File: src/rtl/vector_source.sv
// Seeded stimulus source: emits operand a and expected result dRef = a-1 / a+1
// from a 64-bit Galois LFSR, runs with start/done handshaking and tallies err.
//   state   | meaning
//   S_IDLE  | waiting for start after reset
//   S_RUN   | one vector per cycle, valid high
//   S_DRAIN | valid low, err still sampled for DRAIN_CYCLES cycles
//   S_DONE  | run finished, done high until start or rst
module vector_source #(
  parameter int          DATAWIDTH    = 32,
  parameter int          NUM_VECTORS  = 1000,
  parameter logic [63:0] SEED         = 64'h1,
  parameter int          DRAIN_CYCLES = 2,
  parameter int          ERR_WIDTH    = 16
) (
  input  logic                 clk,
  input  logic                 rst,
  input  logic                 start,
  input  logic                 mode,
  input  logic                 err,
  output logic [DATAWIDTH-1:0] a,
  output logic [DATAWIDTH-1:0] dRef,
  output logic                 valid,
  output logic                 busy,
  output logic                 done,
  output logic [ERR_WIDTH-1:0] errCount
);

  typedef enum logic [1:0] {S_IDLE, S_RUN, S_DRAIN, S_DONE} state_t;

  localparam logic [63:0] SEED_EFF   = (SEED == 64'h0) ? 64'h1 : SEED;
  localparam logic [63:0] TAPS       = 64'hD800000000000000;
  localparam logic [31:0] RUN_LOAD   = (NUM_VECTORS > 0) ? 32'(NUM_VECTORS - 1) : 32'h0;
  localparam logic [31:0] DRAIN_LOAD = (DRAIN_CYCLES > 0) ? 32'(DRAIN_CYCLES - 1) : 32'h0;

  state_t                state, state_nxt;
  logic [31:0]           cnt, cnt_nxt;
  logic                  emit;
  logic                  accept;
  logic [63:0]           lfsr;
  logic [63:0]           vec_src;
  logic [63:0]           lfsr_adv;
  logic                  mode_q;
  logic                  mode_sel;
  logic [DATAWIDTH-1:0]  vec_a;
  logic [DATAWIDTH-1:0]  vec_ref;

  always_ff @(posedge clk) begin
    if (rst) begin
      state <= S_IDLE;
      cnt   <= 32'h0;
    end else begin
      state <= state_nxt;
      cnt   <= cnt_nxt;
    end
  end

  // cnt is a shared down-counter: remaining vectors in RUN, remaining cycles in DRAIN
  always_comb begin
    state_nxt = state;
    cnt_nxt   = cnt;
    emit      = 1'b0;
    accept    = 1'b0;
    case (state)
      S_IDLE, S_DONE: begin
        if (start) begin
          accept = 1'b1;
          if (NUM_VECTORS > 0) begin
            state_nxt = S_RUN;
            cnt_nxt   = RUN_LOAD;
            emit      = 1'b1;
          end else if (DRAIN_CYCLES > 0) begin
            state_nxt = S_DRAIN;
            cnt_nxt   = DRAIN_LOAD;
          end else begin
            state_nxt = S_DONE;
          end
        end
      end
      S_RUN: begin
        if (cnt == 32'h0) begin
          if (DRAIN_CYCLES > 0) begin
            state_nxt = S_DRAIN;
            cnt_nxt   = DRAIN_LOAD;
          end else begin
            state_nxt = S_DONE;
          end
        end else begin
          cnt_nxt = cnt - 32'd1;
          emit    = 1'b1;
        end
      end
      S_DRAIN: begin
        if (cnt == 32'h0) state_nxt = S_DONE;
        else              cnt_nxt   = cnt - 32'd1;
      end
      default: state_nxt = S_IDLE;
    endcase
  end

  always_comb begin
    busy = (state == S_RUN) || (state == S_DRAIN);
    done = (state == S_DONE);
  end

  // On an accepted start, vector 0 is built straight from the seed in the same cycle
  always_comb begin
    vec_src  = accept ? SEED_EFF : lfsr;
    mode_sel = accept ? mode : mode_q;
    vec_a    = vec_src[DATAWIDTH-1:0];
    vec_ref  = mode_sel ? (vec_a + DATAWIDTH'(1)) : (vec_a - DATAWIDTH'(1));
    lfsr_adv = vec_src[0] ? ((vec_src >> 1) ^ TAPS) : (vec_src >> 1);
  end

  always_ff @(posedge clk) begin
    if (rst) begin
      a        <= '0;
      dRef     <= '0;
      valid    <= 1'b0;
      errCount <= '0;
      lfsr     <= SEED_EFF;
      mode_q   <= 1'b0;
    end else begin
      valid <= emit;
      if (accept) begin
        mode_q <= mode;
        lfsr   <= SEED_EFF;
      end
      if (emit) begin
        a    <= vec_a;
        dRef <= vec_ref;
        lfsr <= lfsr_adv;
      end
      if (accept)
        errCount <= '0;
      else if (busy && err && (errCount != '1))
        errCount <= errCount + 1'b1;
    end
  end

endmodule

File: config.mk
export PLATFORM = sky130hd
export DESIGN_NAME = vector_source
export DESIGN_NICKNAME = d
export VERILOG_FILES = /design/src/rtl/vector_source.sv
export SDC_FILE = /design/constraint.sdc
export NUM_CORES = 1
export LEC_CHECK = 0
export CORE_ASPECT_RATIO = 1.2
export CORE_MARGIN = 8
export CORE_UTILIZATION = 45
export CTS_BUF_LIST = sky130_fd_sc_hd__clkbuf_16
export CTS_CLUSTER_SIZE = 30
export DETAILED_ROUTE_END_ITERATION = 8
export GPL_TIMING_DRIVEN = 0
export PLACE_DENSITY = 0.75
export SYNTH_ARGS = -nofsm -noshare
export SYNTH_HDL_FRONTEND = slang
export SYNTH_SLANG_ARGS = --single-unit
File: constraint.sdc
create_clock -name clk -period 6.5 [get_ports clk]
set_clock_uncertainty 0.15 [all_clocks]
set_input_delay 1.95 -clock clk [delete_from_list [all_inputs] [get_ports clk]]
set_output_delay 1.95 -clock clk [all_outputs]
set_load 0.005 [all_outputs]
Yosys cells after proc, flatten, opt, wreduce, memory -nomap -nowiden
Cells that the tools add are included.
{"block": "word_totals", "ff_bits": 180, "elab_cells": 47, "out_inout_bits": 83, "inputBits": 5}
{"block": "classes", "add_sub_neg": 4, "n_mux": 17, "eq_ne": 8, "bitwise_logic": 1, "n_reduce_logical": 9}
{"operator": "$mux W64", "count": 3}
{"operator": "$mux W32", "count": 4}
{"operator": "$pmux W32 S3", "count": 1}
{"operator": "$sub A32 B1 Y32 const B", "count": 2}
{"operator": "$add A32 B1 Y32 const B", "count": 1}
{"operator": "$logic_not A32 Y1", "count": 1}
{"operator": "$add A16 B1 Y16 const B", "count": 1}
{"operator": "$ne A16 B16 Y1 const B", "count": 1}
{"operator": "$ne A2 B2 Y1 const B", "count": 4}
{"operator": "$mux W2", "count": 3}
{"operator": "$pmux W2 S3", "count": 1}
{"operator": "$eq A2 B2 Y1 const B", "count": 2}
{"operator": "$mux W1", "count": 4}
{"operator": "$not A3 Y4", "count": 1}
{"operator": "$reduce_or A2 Y1", "count": 2}
{"operator": "$reduce_and A3 Y1", "count": 1}
{"operator": "$eq A2 B1 Y1 const B", "count": 1}
{"operator": "$logic_and A1 B1 Y1", "count": 2}
{"operator": "$logic_not A2 Y1", "count": 1}
{"operator": "$pmux W1 S2", "count": 1}
{"operator": "$reduce_and A2 Y1", "count": 1}
{"operator": "$logic_or A1 B1 Y1", "count": 1}

Longest topological paths before layout
{"block": "depth", "word_depth": 7, "depth_mapped": 18, "mapped_depth_nobuf": 13}

Worst setup path after synthesis
Ideal clock, no wire load.
{"block": "synth_timing", "path_type": "input to register", "start": "input start", "end": "register dRef[29]", "t_arrival_ns": 5.379, "n_path_buf": 3, "required_time_ns": 6.276, "setup_ns": 0.074, "path_slack_ns": 0.897, "path_stages": 13, "cell_sequence": "buf_2 > nand2_1 > clkbuf_1 > clkbuf_1 > a21oi_1 > ha_1 > o311ai_0 > and3_1 > a211oi_1 > a211oi_1 > o31a_1 > or4b_1 > a31oi_1"}
{"block": "synth_via", "elab_chain_len": 5, "word_cells_on_any_way": 8, "cone_classes": "add/sub: 2; mux: 6"}
{"element": "from (decl)", "line": "17", "text": "input logic start,"}
{"element": "$mux W1 (*)", "line": "65", "text": "if (start) begin"}
{"element": "$mux W1", "line": "63", "text": "case (state)"}
{"element": "$mux W64"}
{"element": "$sub A32 B1 Y32 / $add A32 B1 Y32 (equally long branches)", "line": "110", "text": "vec_ref = mode_sel ? (vec_a + DATAWIDTH'(1)) : (vec_a - DATAWIDTH'(1));"}
{"element": "$mux W32", "line": "110"}
{"element": "to (signal assigned)", "line": "130", "text": "dRef <= vec_ref;"}
{"element": "to (decl)", "line": "21", "text": "output logic [DATAWIDTH-1:0] dRef,"}
Every way passes the cells marked *; elsewhere a longest branch is shown, timed or not.
A chain may end at the register's enable or synchronous reset.

Worst setup path in the final report
{"block": "layout_timing", "start": "input start", "end": "register dRef[16]"}
Same word-level chain as after synthesis.

==> reports/results.ini <==
[yosys]
synth_top_family_by_area = simple AND/OR/NAND/NOR gates
syn_nets = 1181
synth_top_cell_area_share_pct = 40.0
synthArstFlopShare_pct = 0
synth-seq-area-share_pct = 40.0
netlist_area_um2 = 9010
synth_top_cell_by_area = dfxtp_1
synth_edf_count = 0
yosysUniqueCellTypes = 66
synth_xor_area_share_pct = 6.32
syn_inst = 1158
synth_compound_area_share_pct = 20.0
yosys.area_share.simple_pct = 24.8
synthAdderAreaFrac_pct = 2.72
ys_warn_count = 0
synthFlopType = dfxtp_1
syn_area_per_cell_um2 = 7.78
synth_area_leaders = dfxtp_1, a21oi_1, nand2_1, nor2_1, xnor2_1
synth.mux.area_fraction_pct = 1.01
ys_ff_latch = 180

[place]
io_buffers = 86
place_area_um2 = 10200
place_ws_ps = -197
dp_hpwl_um = 20200
gp_congestion = 0.961

[timing]
fmax_mhz = 160
period_needed_ps = 6230
layout_setup_ws_ps = 269
setup_violations = 0
final_max_slew_viol_count = 0
finalSetupTns_ps = 0
slew_headroom_pct = 40.3
tightestPinTransition_ps = 890
fin_crit_sh_pct = 95.9
rsz0062_at_grt = false
hold_viol_final = 0

[worst_setup_path]
critical_path.slowest_cell = clkbuf_1
start_kind = input pin
slowest_delay_ps = 560
r2r_start = mode_q
cp.required_ps = 6700
endpoint_kind = flop
cp_common_cell = clkbuf_1
ff2ff_path_depth = 17
critPathKind = input pin to flop
r2r_end = dRef[16]
crit_fanout = 10
cp_cell_sequence = buf_2 > and2_1 > clkbuf_1 > clkbuf_1 > clkbuf_1 > o21ai_0 > ha_1 > nor4_1 > a211oi_1 > a22oi_1 > a2bb2oi_1 > o22ai_1 > a221oi_1 > xnor2_1 > a211oi_1
arrival_ps = 6430
rrSetupSlack_ps = 580

[detailed_routing]
drc = 0
firstDrtPassIters = 6
drt_wl_total_um = 27700
vias = 8887
drt-wirelength-per-cell_um = 18.1
first_iter_violations = 759
ant_nets = 0
viasPerCell = 5.78

[global_routing]
grt_pass1_wl_um = 44300
gr-total-overflow = 0
grt_max_degree = 19
track_usage_pct = 22.1
antenna_found_initial = 0
first_global_vias = 8458

[floorplan]
io_pins = 88
core-area_um2 = 19600
fp.dieH_um = 171
start_util_pct = 45.9
die_x_um = 145
die-area_um2 = 24800
rows = 56

[finish]
area_growth_pct = 20.1
final_nets = 1286
drive_above_1_share_pct = 6.11
final_common_cell = nand2_1
fin_util_pct = 55.1
diodes = 0
layout_common_cells = nand2_1, dfxtp_1, a21oi_1, clkdlybuf4s50_1, nor2_1
final_area_um2 = 10800

[hold_path]
worstHoldPathCells = 2
hold_end = lfsr[20]
hp-start = lfsr[21]
holdCritPathClass = flop to flop

[outcome]
status = finished, final reports clean

[clock_tree]
cts-htree-levels = 4
clock-sinks = 180
cts_buffer_depth = 2
clk-insertion-delay-late_ps = 440
cts_buffers = 17
cts_tree = yes
ctsHoldBuffers = 0
clk_pin_slew_ps = 70
root_buffer = clkbuf_16

[power]
pwr_density_cell_nw_per_um2 = 488
irDropWorstVdd_mv = 0.272
p_total_uw = 5280
leakagePower_uw = 0.00389

[flow_run]
maxCapViolCount = 0

[power breakdown]
part / internal (µW) / switching (µW)
combinational: 973 / 1820
clock: 585 / 504
sequential: 1270 / 122
[critical path, delay by kind of cell]
kind            cells  cell delay (ps)
xor+xnor            1              130
compound gates      7             2070
buf+inv             4             1630
simple gates        2              350
fa+ha+maj           1              290
[worst max path at each step]
stage,startpoint,endpoint,slack (ps),cells after the start
detailed placement,start,dRef[29],-200,13
global route,start,dRef[16],70,15
CTS,start,dRef[29],240,13
global placement,start,dRef[29],-250,13
floorplan,start,dRef[29],900,13
finish,start,dRef[16],270,15
[synthesized netlist by cell type (all sizes together), types with 13 or more instances]
| library cell | count |
|---|---|
| nand2 | 198 |
| dfxtp | 180 |
| a21oi | 157 |
| nor2 | 85 |
| clkbuf | 55 |
| nand3 | 54 |
| o21ai | 49 |
| buf | 35 |
| xnor2 | 35 |
| xor2 | 30 |
| or3 | 24 |
| nor3 | 20 |
| a211oi | 19 |
| ha | 18 |
| inv | 16 |
| and2 | 15 |
| nor4 | 13 |
[metrics by stage]
stage	instances	hold WS, ps
after floorplan	1158	277
after global placement	1505	281
after detailed placement	1505	289
after CTS	1537	295
after global routing	1537	326
final	1537	300
[layout make-up]
class                      count  area (µm²)
buffer                        90         405
clock buffer                  17         425
clock inverter                15         190
fill                        1924        8800
inverter                      17        63.8
multi-input combinational    871        4940
sequential                   180        3600
tap                          261         327
timing repair buffer          86         861
[routing by layer]
layer	vias to the layer above	GRT usage, %	routed length (µm)	share of wire [%]
li1	4273	-	-	-
met1	4193	26.2	11400	41
met2	344	37.3	13100	47
met3	77	4.15	2020	7.3
met4	0	12.5	1200	4.3
met5	-	0	0	0
[cell families (layout without fill, tap and decap cells)]
family / count (synthesis) / count (layout)
AO/OA/AOI/OAI: 303 / 303
AND/OR/NAND/NOR: 474 / 474
flip-flops: 180 / 180
multiplexers: 9 / 9
adder cells (fa/ha/maj): 20 / 20
buffers and inverters: 107 / 225
XOR/XNOR: 65 / 65
[state kept, by name, summed over array words and instances, names as in the netlist]
| signal | count |
|---|---|
| lfsr | 64 |
| a | 32 |
| cnt | 32 |
| dRef | 32 |
| errCount | 16 |
| state | 2 |
| mode_q | 1 |
| valid | 1 |
[timing repair]
item | 4_1_cts | 5_1_grt
resized for setup | 0 | 1
endpoints found under the setup margin | 0 | 2
buffers inserted | 0 | 0
(Power assumes the default switching activity.)
